## config.mk

```make
export PLATFORM = sky130hd
export DESIGN_NAME = multicycle_controller_flat
export DESIGN_NICKNAME = d
export VERILOG_FILES = /design/src/rtl/multicycle_controller_pkg.sv /design/src/rtl/multicycle_controller_if.sv /design/src/rtl/multicycle_controller_aludec.sv /design/src/rtl/multicycle_controller.sv /design/src/flat_wrapper.sv
export SDC_FILE = /design/constraint.sdc
export NUM_CORES = 1
export LEC_CHECK = 0
export ABC_CLOCK_PERIOD_IN_PS = 1920
export BUFFER_PORTS_ARGS = -buffer_cell sky130_fd_sc_hd__buf_2
export CAP_MARGIN = 20
export CORE_UTILIZATION = 46
export CTS_CLUSTER_DIAMETER = 60
export DETAILED_ROUTE_END_ITERATION = 8
export PLACE_DENSITY = 0.79
export SETUP_SLACK_MARGIN = 0.05
export SLEW_MARGIN = 5
export SYNTH_ARGS = -nofsm -noshare
export SYNTH_HDL_FRONTEND = slang
export SYNTH_SLANG_ARGS = --single-unit
export TNS_END_PERCENT = 50
```

## constraint.sdc

```tcl
create_clock -name clk -period 1.92 [get_ports clk]
set_input_delay 0.288 -clock clk [delete_from_list [all_inputs] [get_ports clk]]
set_output_delay 0.288 -clock clk [all_outputs]
set_load 0.02 [all_outputs]
```

## src/rtl/multicycle_controller_pkg.sv

```systemverilog
// rtl/multicycle_controller_pkg.sv - shared encodings for the multicycle MIPS control FSM
package mcctl_pkg;

  localparam int STATE_W = 4;

  typedef enum logic [STATE_W-1:0] {
    S_FETCH   = 4'd0,
    S_DECODE  = 4'd1,
    S_MEMADR  = 4'd2,
    S_MEMRD   = 4'd3,
    S_MEMWB   = 4'd4,
    S_MEMWR   = 4'd5,
    S_RTEXEC  = 4'd6,
    S_ALUWB   = 4'd7,
    S_BRANCH  = 4'd8,
    S_IEXEC   = 4'd9,
    S_IWB     = 4'd10,
    S_JUMP    = 4'd11,
    S_ILLEGAL = 4'd12
  } state_t;

  localparam logic [5:0] OP_RTYPE = 6'b000000;
  localparam logic [5:0] OP_LW    = 6'b100011;
  localparam logic [5:0] OP_SW    = 6'b101011;
  localparam logic [5:0] OP_BEQ   = 6'b000100;
  localparam logic [5:0] OP_BNE   = 6'b000101;
  localparam logic [5:0] OP_ADDI  = 6'b001000;
  localparam logic [5:0] OP_ORI   = 6'b001101;
  localparam logic [5:0] OP_LUI   = 6'b001111;
  localparam logic [5:0] OP_J     = 6'b000010;

  localparam logic [5:0] F_ADD = 6'b100000;
  localparam logic [5:0] F_SUB = 6'b100010;
  localparam logic [5:0] F_AND = 6'b100100;
  localparam logic [5:0] F_OR  = 6'b100101;
  localparam logic [5:0] F_SLT = 6'b101010;

  localparam logic [2:0] ALU_ADD = 3'b010;
  localparam logic [2:0] ALU_SUB = 3'b110;
  localparam logic [2:0] ALU_AND = 3'b000;
  localparam logic [2:0] ALU_OR  = 3'b001;
  localparam logic [2:0] ALU_SLT = 3'b111;

  localparam logic [1:0] IMM_SEXT  = 2'b00;
  localparam logic [1:0] IMM_ZEXT  = 2'b01;
  localparam logic [1:0] IMM_UPPER = 2'b10;

  typedef struct packed {
    logic       mem_req;
    logic       memwrite;
    logic       irwrite;
    logic       iord;
    logic       pcen;
    logic       regwrite;
    logic       regdst;
    logic       memtoreg;
    logic       alusrca;
    logic [1:0] alusrcb;
    logic [1:0] pcsrc;
    logic [1:0] immtype;
    logic [2:0] alu;
    logic       illegal;
  } ctrl_t;

endpackage

```

## src/rtl/multicycle_controller_if.sv

```systemverilog
// rtl/multicycle_controller_if.sv - instruction-register/datapath/memory bundle around the controller
interface multicycle_controller_if #(parameter int ALUCTL_W = 3);
  import mcctl_pkg::*;

  logic [5:0]          op;
  logic [5:0]          funct;
  logic                zero;
  logic                mem_ready;
  logic                mem_req;
  logic                memwrite;
  logic                irwrite;
  logic                iord;
  logic                pcen;
  logic                regwrite;
  logic                regdst;
  logic                memtoreg;
  logic                alusrca;
  logic [1:0]          alusrcb;
  logic [1:0]          pcsrc;
  logic [1:0]          immtype;
  logic [ALUCTL_W-1:0] alucontrol;
  logic                illegal;
  logic [STATE_W-1:0]  state;

  modport master (
    input  op, funct, zero, mem_ready,
    output mem_req, memwrite, irwrite, iord, pcen, regwrite, regdst, memtoreg,
           alusrca, alusrcb, pcsrc, immtype, alucontrol, illegal, state
  );

  modport slave (
    output op, funct, zero, mem_ready,
    input  mem_req, memwrite, irwrite, iord, pcen, regwrite, regdst, memtoreg,
           alusrca, alusrcb, pcsrc, immtype, alucontrol, illegal, state
  );
endinterface

```

## src/rtl/multicycle_controller_aludec.sv

```systemverilog
// rtl/multicycle_controller_aludec.sv - R-type funct to ALU control decode with legality flag
module mc_aludec
  import mcctl_pkg::*;
(
  input  logic [5:0] funct,
  output logic [2:0] alucontrol,
  output logic       funct_legal
);

  always_comb begin
    alucontrol  = ALU_ADD;
    funct_legal = 1'b1;
    case (funct)
      F_ADD:   alucontrol = ALU_ADD;
      F_SUB:   alucontrol = ALU_SUB;
      F_AND:   alucontrol = ALU_AND;
      F_OR:    alucontrol = ALU_OR;
      F_SLT:   alucontrol = ALU_SLT;
      default: funct_legal = 1'b0;
    endcase
  end

endmodule

```

## src/rtl/multicycle_controller.sv

```systemverilog
// rtl/multicycle_controller.sv - Moore control FSM sequencing multicycle MIPS instructions
module multicycle_controller
  import mcctl_pkg::*;
#(
  parameter int BNE_EN   = 1,
  parameter int WAIT_EN  = 1,
  parameter int ALUCTL_W = 3
) (
  input  logic                     clk,
  input  logic                     reset_n,
  multicycle_controller_if.master  bus
);

  state_t     state_q, state_d;
  ctrl_t      ctrl;
  logic       rdy;
  logic [2:0] rt_alu;
  logic       funct_legal;

  assign rdy = bus.mem_ready | (WAIT_EN == 0);

  mc_aludec u_aludec (
    .funct       (bus.funct),
    .alucontrol  (rt_alu),
    .funct_legal (funct_legal)
  );

  always_ff @(posedge clk or negedge reset_n) begin
    if (!reset_n) state_q <= S_FETCH;
    else          state_q <= state_d;
  end

  always_comb begin
    ctrl    = '0;
    state_d = state_q;
    case (state_q)
      S_FETCH: begin
        ctrl.mem_req = 1'b1;
        ctrl.alusrcb = 2'b01;
        ctrl.alu     = ALU_ADD;
        ctrl.irwrite = rdy;
        ctrl.pcen    = rdy;
        if (rdy) state_d = S_DECODE;
      end
      S_DECODE: begin
        ctrl.alusrcb = 2'b11;
        ctrl.alu     = ALU_ADD;
        case (bus.op)
          OP_RTYPE:              state_d = funct_legal ? S_RTEXEC : S_ILLEGAL;
          OP_LW, OP_SW:          state_d = S_MEMADR;
          OP_BEQ:                state_d = S_BRANCH;
          OP_BNE:                state_d = (BNE_EN != 0) ? S_BRANCH : S_ILLEGAL;
          OP_ADDI, OP_ORI, OP_LUI: state_d = S_IEXEC;
          OP_J:                  state_d = S_JUMP;
          default:               state_d = S_ILLEGAL;
        endcase
      end
      S_MEMADR: begin
        ctrl.alusrca = 1'b1;
        ctrl.alusrcb = 2'b10;
        ctrl.immtype = IMM_SEXT;
        ctrl.alu     = ALU_ADD;
        state_d      = (bus.op == OP_LW) ? S_MEMRD : S_MEMWR;
      end
      S_MEMRD: begin
        ctrl.mem_req = 1'b1;
        ctrl.iord    = 1'b1;
        if (rdy) state_d = S_MEMWB;
      end
      S_MEMWB: begin
        ctrl.regwrite = 1'b1;
        ctrl.memtoreg = 1'b1;
        state_d       = S_FETCH;
      end
      S_MEMWR: begin
        ctrl.mem_req  = 1'b1;
        ctrl.iord     = 1'b1;
        ctrl.memwrite = 1'b1;
        if (rdy) state_d = S_FETCH;
      end
      S_RTEXEC: begin
        ctrl.alusrca = 1'b1;
        ctrl.alu     = rt_alu;
        state_d      = S_ALUWB;
      end
      S_ALUWB: begin
        ctrl.regwrite = 1'b1;
        ctrl.regdst   = 1'b1;
        state_d       = S_FETCH;
      end
      S_BRANCH: begin
        // op[0] separates BNE (000101) from BEQ (000100)
        ctrl.alusrca = 1'b1;
        ctrl.alu     = ALU_SUB;
        ctrl.pcsrc   = 2'b01;
        ctrl.pcen    = bus.op[0] ? ~bus.zero : bus.zero;
        state_d      = S_FETCH;
      end
      S_IEXEC: begin
        ctrl.alusrca = 1'b1;
        ctrl.alusrcb = 2'b10;
        case (bus.op)
          OP_ORI:  begin ctrl.immtype = IMM_ZEXT;  ctrl.alu = ALU_OR;  end
          OP_LUI:  begin ctrl.immtype = IMM_UPPER; ctrl.alu = ALU_OR;  end
          default: begin ctrl.immtype = IMM_SEXT;  ctrl.alu = ALU_ADD; end
        endcase
        state_d = S_IWB;
      end
      S_IWB: begin
        ctrl.regwrite = 1'b1;
        state_d       = S_FETCH;
      end
      S_JUMP: begin
        ctrl.pcsrc = 2'b10;
        ctrl.pcen  = 1'b1;
        state_d    = S_FETCH;
      end
      S_ILLEGAL: begin
        ctrl.illegal = 1'b1;
        state_d      = S_FETCH;
      end
      default: state_d = S_FETCH;
    endcase
    // strobes must drop the instant reset asserts, not at the next edge
    if (!reset_n) ctrl = '0;
  end

  assign bus.mem_req    = ctrl.mem_req;
  assign bus.memwrite   = ctrl.memwrite;
  assign bus.irwrite    = ctrl.irwrite;
  assign bus.iord       = ctrl.iord;
  assign bus.pcen       = ctrl.pcen;
  assign bus.regwrite   = ctrl.regwrite;
  assign bus.regdst     = ctrl.regdst;
  assign bus.memtoreg   = ctrl.memtoreg;
  assign bus.alusrca    = ctrl.alusrca;
  assign bus.alusrcb    = ctrl.alusrcb;
  assign bus.pcsrc      = ctrl.pcsrc;
  assign bus.immtype    = ctrl.immtype;
  assign bus.alucontrol = ALUCTL_W'(ctrl.alu);
  assign bus.illegal    = ctrl.illegal;
  assign bus.state      = state_q;

endmodule

```

## src/flat_wrapper.sv

```systemverilog
// flat-port wrapper written by rule: the top's interface ports become plain ports
module multicycle_controller_flat import mcctl_pkg::*;
#(
  parameter int BNE_EN   = 1,
  parameter int WAIT_EN  = 1,
  parameter int ALUCTL_W = 3
)
  (clk, reset_n, bus_op, bus_funct, bus_zero, bus_mem_ready, bus_mem_req, bus_memwrite, bus_irwrite, bus_iord, bus_pcen, bus_regwrite, bus_regdst, bus_memtoreg, bus_alusrca, bus_alusrcb, bus_pcsrc, bus_immtype, bus_alucontrol, bus_illegal, bus_state);
  multicycle_controller_if #(.ALUCTL_W(ALUCTL_W)) bus_i ();
  input  logic clk;
  input  logic reset_n;
  input wire logic [$bits(bus_i.op)-1:0] bus_op;
  input wire logic [$bits(bus_i.funct)-1:0] bus_funct;
  input wire logic [$bits(bus_i.zero)-1:0] bus_zero;
  input wire logic [$bits(bus_i.mem_ready)-1:0] bus_mem_ready;
  output wire logic [$bits(bus_i.mem_req)-1:0] bus_mem_req;
  output wire logic [$bits(bus_i.memwrite)-1:0] bus_memwrite;
  output wire logic [$bits(bus_i.irwrite)-1:0] bus_irwrite;
  output wire logic [$bits(bus_i.iord)-1:0] bus_iord;
  output wire logic [$bits(bus_i.pcen)-1:0] bus_pcen;
  output wire logic [$bits(bus_i.regwrite)-1:0] bus_regwrite;
  output wire logic [$bits(bus_i.regdst)-1:0] bus_regdst;
  output wire logic [$bits(bus_i.memtoreg)-1:0] bus_memtoreg;
  output wire logic [$bits(bus_i.alusrca)-1:0] bus_alusrca;
  output wire logic [$bits(bus_i.alusrcb)-1:0] bus_alusrcb;
  output wire logic [$bits(bus_i.pcsrc)-1:0] bus_pcsrc;
  output wire logic [$bits(bus_i.immtype)-1:0] bus_immtype;
  output wire logic [$bits(bus_i.alucontrol)-1:0] bus_alucontrol;
  output wire logic [$bits(bus_i.illegal)-1:0] bus_illegal;
  output wire logic [$bits(bus_i.state)-1:0] bus_state;
  assign bus_i.op = bus_op;
  assign bus_i.funct = bus_funct;
  assign bus_i.zero = bus_zero;
  assign bus_i.mem_ready = bus_mem_ready;
  assign bus_mem_req = bus_i.mem_req;
  assign bus_memwrite = bus_i.memwrite;
  assign bus_irwrite = bus_i.irwrite;
  assign bus_iord = bus_i.iord;
  assign bus_pcen = bus_i.pcen;
  assign bus_regwrite = bus_i.regwrite;
  assign bus_regdst = bus_i.regdst;
  assign bus_memtoreg = bus_i.memtoreg;
  assign bus_alusrca = bus_i.alusrca;
  assign bus_alusrcb = bus_i.alusrcb;
  assign bus_pcsrc = bus_i.pcsrc;
  assign bus_immtype = bus_i.immtype;
  assign bus_alucontrol = bus_i.alucontrol;
  assign bus_illegal = bus_i.illegal;
  assign bus_state = bus_i.state;
  multicycle_controller #(.BNE_EN(BNE_EN), .WAIT_EN(WAIT_EN), .ALUCTL_W(ALUCTL_W)) u_core (.clk(clk), .reset_n(reset_n), .bus(bus_i));
endmodule
```

Yosys cells after proc, flatten, opt, wreduce, memory -nomap -nowiden
Cells that the tools add are included.

Flip-flop bits (word level): 4. Latch bits: 0. Memory bits (writable): 0. Bits in read-only memories: 0. Bits of input ports: 16. Output and inout bits: 23. Word-level logic and storage cells: 69. Memories kept: 0.

$add $sub $neg: 0. $mul: 0. Divide/modulo/power cells: 0. Order comparisons: 0. Equal/unequal tests: 28. Shifts and indexed selects: 0. Mux-type cells: 26. Bitwise operators: 1. Reduce and logical (&&, ||, !) cells: 13.

Operators by type and width (count): 6-bit equality test, second input constant (7); 4-bit one-hot mux with 7 select lines (1); 3-bit one-hot mux with 4 select lines (2); 4-bit equality test, second input constant (5); 4-bit one-hot mux with 5 select lines (1); 19-bit 2-to-1 mux (1); 6-bit by 4-bit equality test with 1-bit output, second input constant (3); 4-bit by 3-bit equality test with 1-bit output, second input constant (4); 4-bit 2-to-1 mux (4); 6-bit by 3-bit equality test with 1-bit output, second input constant (2); 3-bit OR reduction (4); 1-bit 2-to-1 mux (11); 5-bit one-hot mux with 2 select lines (1); 4-bit by 2-bit equality test with 1-bit output, second input constant (2); 2-bit OR reduction (4); 6-bit by 2-bit equality test with 1-bit output, second input constant (1); 6-bit zero test (1); 2-bit inequality test, second input constant (3); 2-bit one-hot mux with 3 select lines (1); 5-bit OR reduction (1); 4-bit by 1-bit equality test with 1-bit output, second input constant (1); 4-bit zero test (1); 2-bit one-hot mux with 2 select lines (1); 4-bit OR reduction (1); other kinds (5) (5).

Depth between registers and ports, before layout
Depth after elaboration: 6. Gate-level depth with buffers: 6. Gate-level depth less buffers: 4.

Modules after synthesis
Synthesis repeated with hierarchy kept, for this count alone.

Cells, all modules: 113. Area total of the unflattened synthesis: 779.5 um^2.

By module, submodules not included: multicycle_controller (instances 1, cells each 104, area an instance 693.2 um^2, sequential area each 100.1 um^2); mc_aludec (instances 1, cells each 9, area an instance 86.3 um^2, sequential area each 0.0 um^2).

Least setup slack after synthesis
OpenSTA, ideal clock, no wires.

Path type: register to output. Start: register u_core.state_q[2], in the netlist u_core.bus.state[2]. End: output port bus_alucontrol[1]. Data arrival time: 1.834 ns. Path slack: -0.202 ns. Cell stages (with the launch flop): 6. Path buffers: 1. Cell sequence: dfrtp_1 -> buf_2 -> nand2b_1 -> or3_1 -> a21oi_1 -> or3_1.

Word-level cells in the longest chain between the ends: 4. Elaborated cells on any way between the ends: 9. Those cells by class: eq/ne: 5; mux: 2; reduce/logical: 2.

Ends and longest elaborated chain: start, declared (line multicycle_controller.sv:14) `state_t state_q, state_d;`; start signal, assigned (line multicycle_controller.sv:30) `else state_q <= state_d;`; 4-bit by 1-bit equality test with 1-bit output (tied with other cells) (line multicycle_controller.sv:36) `case (state_q)`; 3-bit OR reduction (no line); 3-bit one-hot mux with 4 select lines * (line multicycle_controller.sv:36); 19-bit 2-to-1 mux * (line multicycle_controller.sv:125) `if (!reset_n) ctrl = '0;`; end, declared (line flat_wrapper.sv:28) `output wire logic [$bits(bus_i.alucontrol)-1:0] bus_alucontrol;`.

Every way passes the cells marked *; elsewhere a longest branch is shown, timed or not.

Worst setup path after layout
Start: input port bus_op[5]. End: output port bus_alucontrol[1].

Word-level cells in the longest chain between the ends: 4. Elaborated cells on any way between the ends: 5. Those cells by class: eq/ne: 2; mux: 3.

Ends and longest elaborated chain: start, declared (line flat_wrapper.sv:12) `input wire logic [$bits(bus_i.op)-1:0] bus_op;`; 6-bit by 4-bit equality test with 1-bit output (line multicycle_controller.sv:102) `case (bus.op)`; 5-bit one-hot mux with 2 select lines * (line multicycle_controller.sv:102); 3-bit one-hot mux with 4 select lines * (line multicycle_controller.sv:36); 19-bit 2-to-1 mux * (line multicycle_controller.sv:125).

Marks and branches as above.

==> results.cfg <==
[clock_network]
numCtsBuffers = 3
clockBufferDepth = 2
clk_latency_ns = 0.24
cts.sinks = 4
h-tree-depth = 1
root_buffer = clkbuf_4
cts_tree = built
clk_pin_slew_worst_paths_ns = 0.04

[place]
portBuffers = 38
dp_slack_ns = 0.0851
dp_hpwl_um = 1930
place_congestion = 0.868
postPlaceCellArea_um2 = 1170

[synthesis]
synth_edf_count = 0
synth.cell_area_um2 = 848
syn_inst = 121
synth-seq-cells = 4
syn_avg_cell_area_um2 = 7.01
synth_flop_cell = dfrtp_1
yosysSeqAreaShare_pct = 11.8
synth_top_area_cell = dfrtp_1
ys_types = 47
synth_area_leaders = dfrtp_1 12%, nor2_1 6.2%, o21ai_0 5.3%
async_flop_share_pct = 100
synth_top_area_share_pct = 11.8
synth_warnings = 0
synth_fp_nets = 137

[routing]
vias = 1376
drcViolationCount = 0
first_pass_iters = 5
totalWireLength_um = 4190
drtIter0Drc = 86
ant_nets = 0
viasPerCell = 6.65
wl_per_cell_um = 20.2

[power_and_ir_drop]
power.density_nw_per_um2 = 1250
clkPwrFrac_pct = 6.1
leakage_nw = 0.689
comb_power_share_pct = 83.4
p_int_w = 0.000938
switching_share_pct = 49.5
pwr-share-seq_pct = 10.5
p_total_w = 0.00186
irDropWorstVdd_v = 0.000909
p_switching_w = 0.000920

[global_route]
grt_usage_pct = 34.6
grt_pass1_wl_um = 5130
grt_max_degree = 14
grt_pass1_vias = 1152
antenna_found_initial = 0
grt-ovfl-total = 0

[worst_setup_path]
cpPeakStageDelay_ns = 0.38
worst-setup-path-type = in2out
timing.rr.start = u_core.bus.state[0]$_DFFE_PN0P_
path_max_fanout = 7
worstPathArrival_ns = 1.73
cp.required_ns = 1.63
r2r_cells = 7
crit_chain = buf_2 > or2_1 > o21ai_0 > a2111oi_4 > or3_4 > buf_6
timing.rr.end = u_core.bus.state[3]$_DFFE_PN0P_
path_buf_inv = 2
cp_top_family = simple AND/OR/NAND/NOR gates
cp-start-kind = input pin
r2r_slack_ns = 0.09
cp_slowest_cell = o21ai_0
critPathCaptureType = primary output

[die]
dieArea_um2 = 2020
io_pins = 39
die_h_um = 44.9
rows = 15
core_area_um2 = 1730
dieWidth_um = 44.9
initial_core_util_pct = 49.1

[job]
cap_viol_max_count = 0

[sta]
final-hold-violation-count = 0
clock_skew_ns = 0.0000671
hold_ws_ns = 0.0881
rsz0062_at_grt = yes
timing.final.ws_setup_ns = -0.102
relSlewSlack_pct = 71.1
finalSetupViolCount = 4
fin_crit_sh_pct = 105
slew_viol_final = 0
tns_ns = -0.178
worst_pin_slew_ns = 0.429
fmax_mhz = 495
min_period_ns = 2.02

[cells_and_area]
layout_common_cells = 30 x buf_2, 27 x buf_4, 12 x buf_6
syn_to_final_growth_pct = 75.2
fin_nets = 200
fill_cells = 102
fin_area_um2 = 1490
antenna_cells = 0
largest_reg_flops = 4
drive_gt1_share_pct = 54.4
final_common_cell = buf_2

[outcome]
status = finished with violations
violations = negative setup slack

[worst_hold_path]
hold_path.class = in2async
==> worst max-delay path by stage <==
stage	start	end	slack, ns	depth (start not counted)
CTS	u_core.bus.state[1]$_DFFE_PN0P_	bus_alucontrol[1]	-0.02	6
floorplan	u_core.bus.state[2]$_DFFE_PN0P_	bus_alucontrol[1]	0.03	5
detailed placement	u_core.bus.state[0]$_DFFE_PN0P_	bus_alucontrol[1]	0.09	5
global route	u_core.bus.state[3]$_DFFE_PN0P_	bus_alucontrol[1]	-0.17	6
global placement	bus_funct[0]	bus_alucontrol[1]	0.13	6
finish	bus_op[5]	bus_alucontrol[1]	-0.10	6
==> cell usage after synthesis, types with 2 or more instances <==
cell      instances
nor4b_1           2
nor2b_1           6
nand2b_1          2
a21oi_1           5
and3_1            3
nand4b_1          2
or3_1             3
buf_2             5
o21a_1            2
nand3b_1          2
nand3_1           2
nor3_1            5
nor2_1           14
and2_0            2
and4b_1           2
nor4_1            2
dfrtp_1           4
xor2_1            4
inv_1             2
clkbuf_1          5
nand2_1          10
nor3b_1           3
o21ai_0           9
nor4bb_1          2
==> worst register-to-register path, delay by kind of cell (launching register included) <==
family	cells	cell delay, ns
compound gates	2	0.43
buf+inv	3	0.45
simple gates	2	0.44
flops	1	0.45
==> timing repair <==
item	in CTS	in global routing
hold buffers	0	0
pin swaps	10	10
endpoints found under the hold margin	0	0
endpoints found under the setup margin	7	15
gates resized for setup	24	24
buffers inserted	8	6
==> cell families (layout without fill, tap and decap cells) <==
kind of cell | count (synthesis) | in the layout | synth area share [%]
buf+inv | 14 | 75 | 7.96
xor+xnor | 4 | 4 | 4.13
flops | 4 | 4 | 11.8
mux | 1 | 1 | 1.18
compound gates | 28 | 28 | 23.0
simple gates | 70 | 70 | 51.9
==> layer usage <==
layer  track usage (%)  share of wire [%]
met5                 0                  0
met4              12.7                5.8
met3              10.8                 11
met2              60.0                 48
met1              39.5                 36
==> through the flow <==
step | instances | utilization (%)
CTS | 201 | 77.9
floorplan | 121 | -
finish | 207 | 86.1
global route | 207 | 86.1
detailed placement | 190 | 67.8
global placement | 190 | 67.8
==> cell type report <==
class	instances	area, um^2	area share, %
flip-flops and latches	4	104	6.99
multi-input cells	103	813	54.7
well taps	25	31.3	2.10
repair buffers	70	508	34.2
inverters	2	7.51	0.505
clock buffers	3	22.5	1.52
==> power groups by stage <==
stage | Clock [W] | Combinational (W) | Sequential (W)
2_1_floorplan | 0 | 0.000656 | 0.000191
3_3_place_gp | 0 | 0.000991 | 0.000163
6_report | 0.000113 | 0.00155 | 0.000195
4_1_cts | 0.000111 | 0.00122 | 0.000189
3_5_place_dp | 0 | 0.00101 | 0.000167
5_1_grt | 0.000121 | 0.00162 | 0.000199
Note: power is estimated with default switching activity, not from simulation.
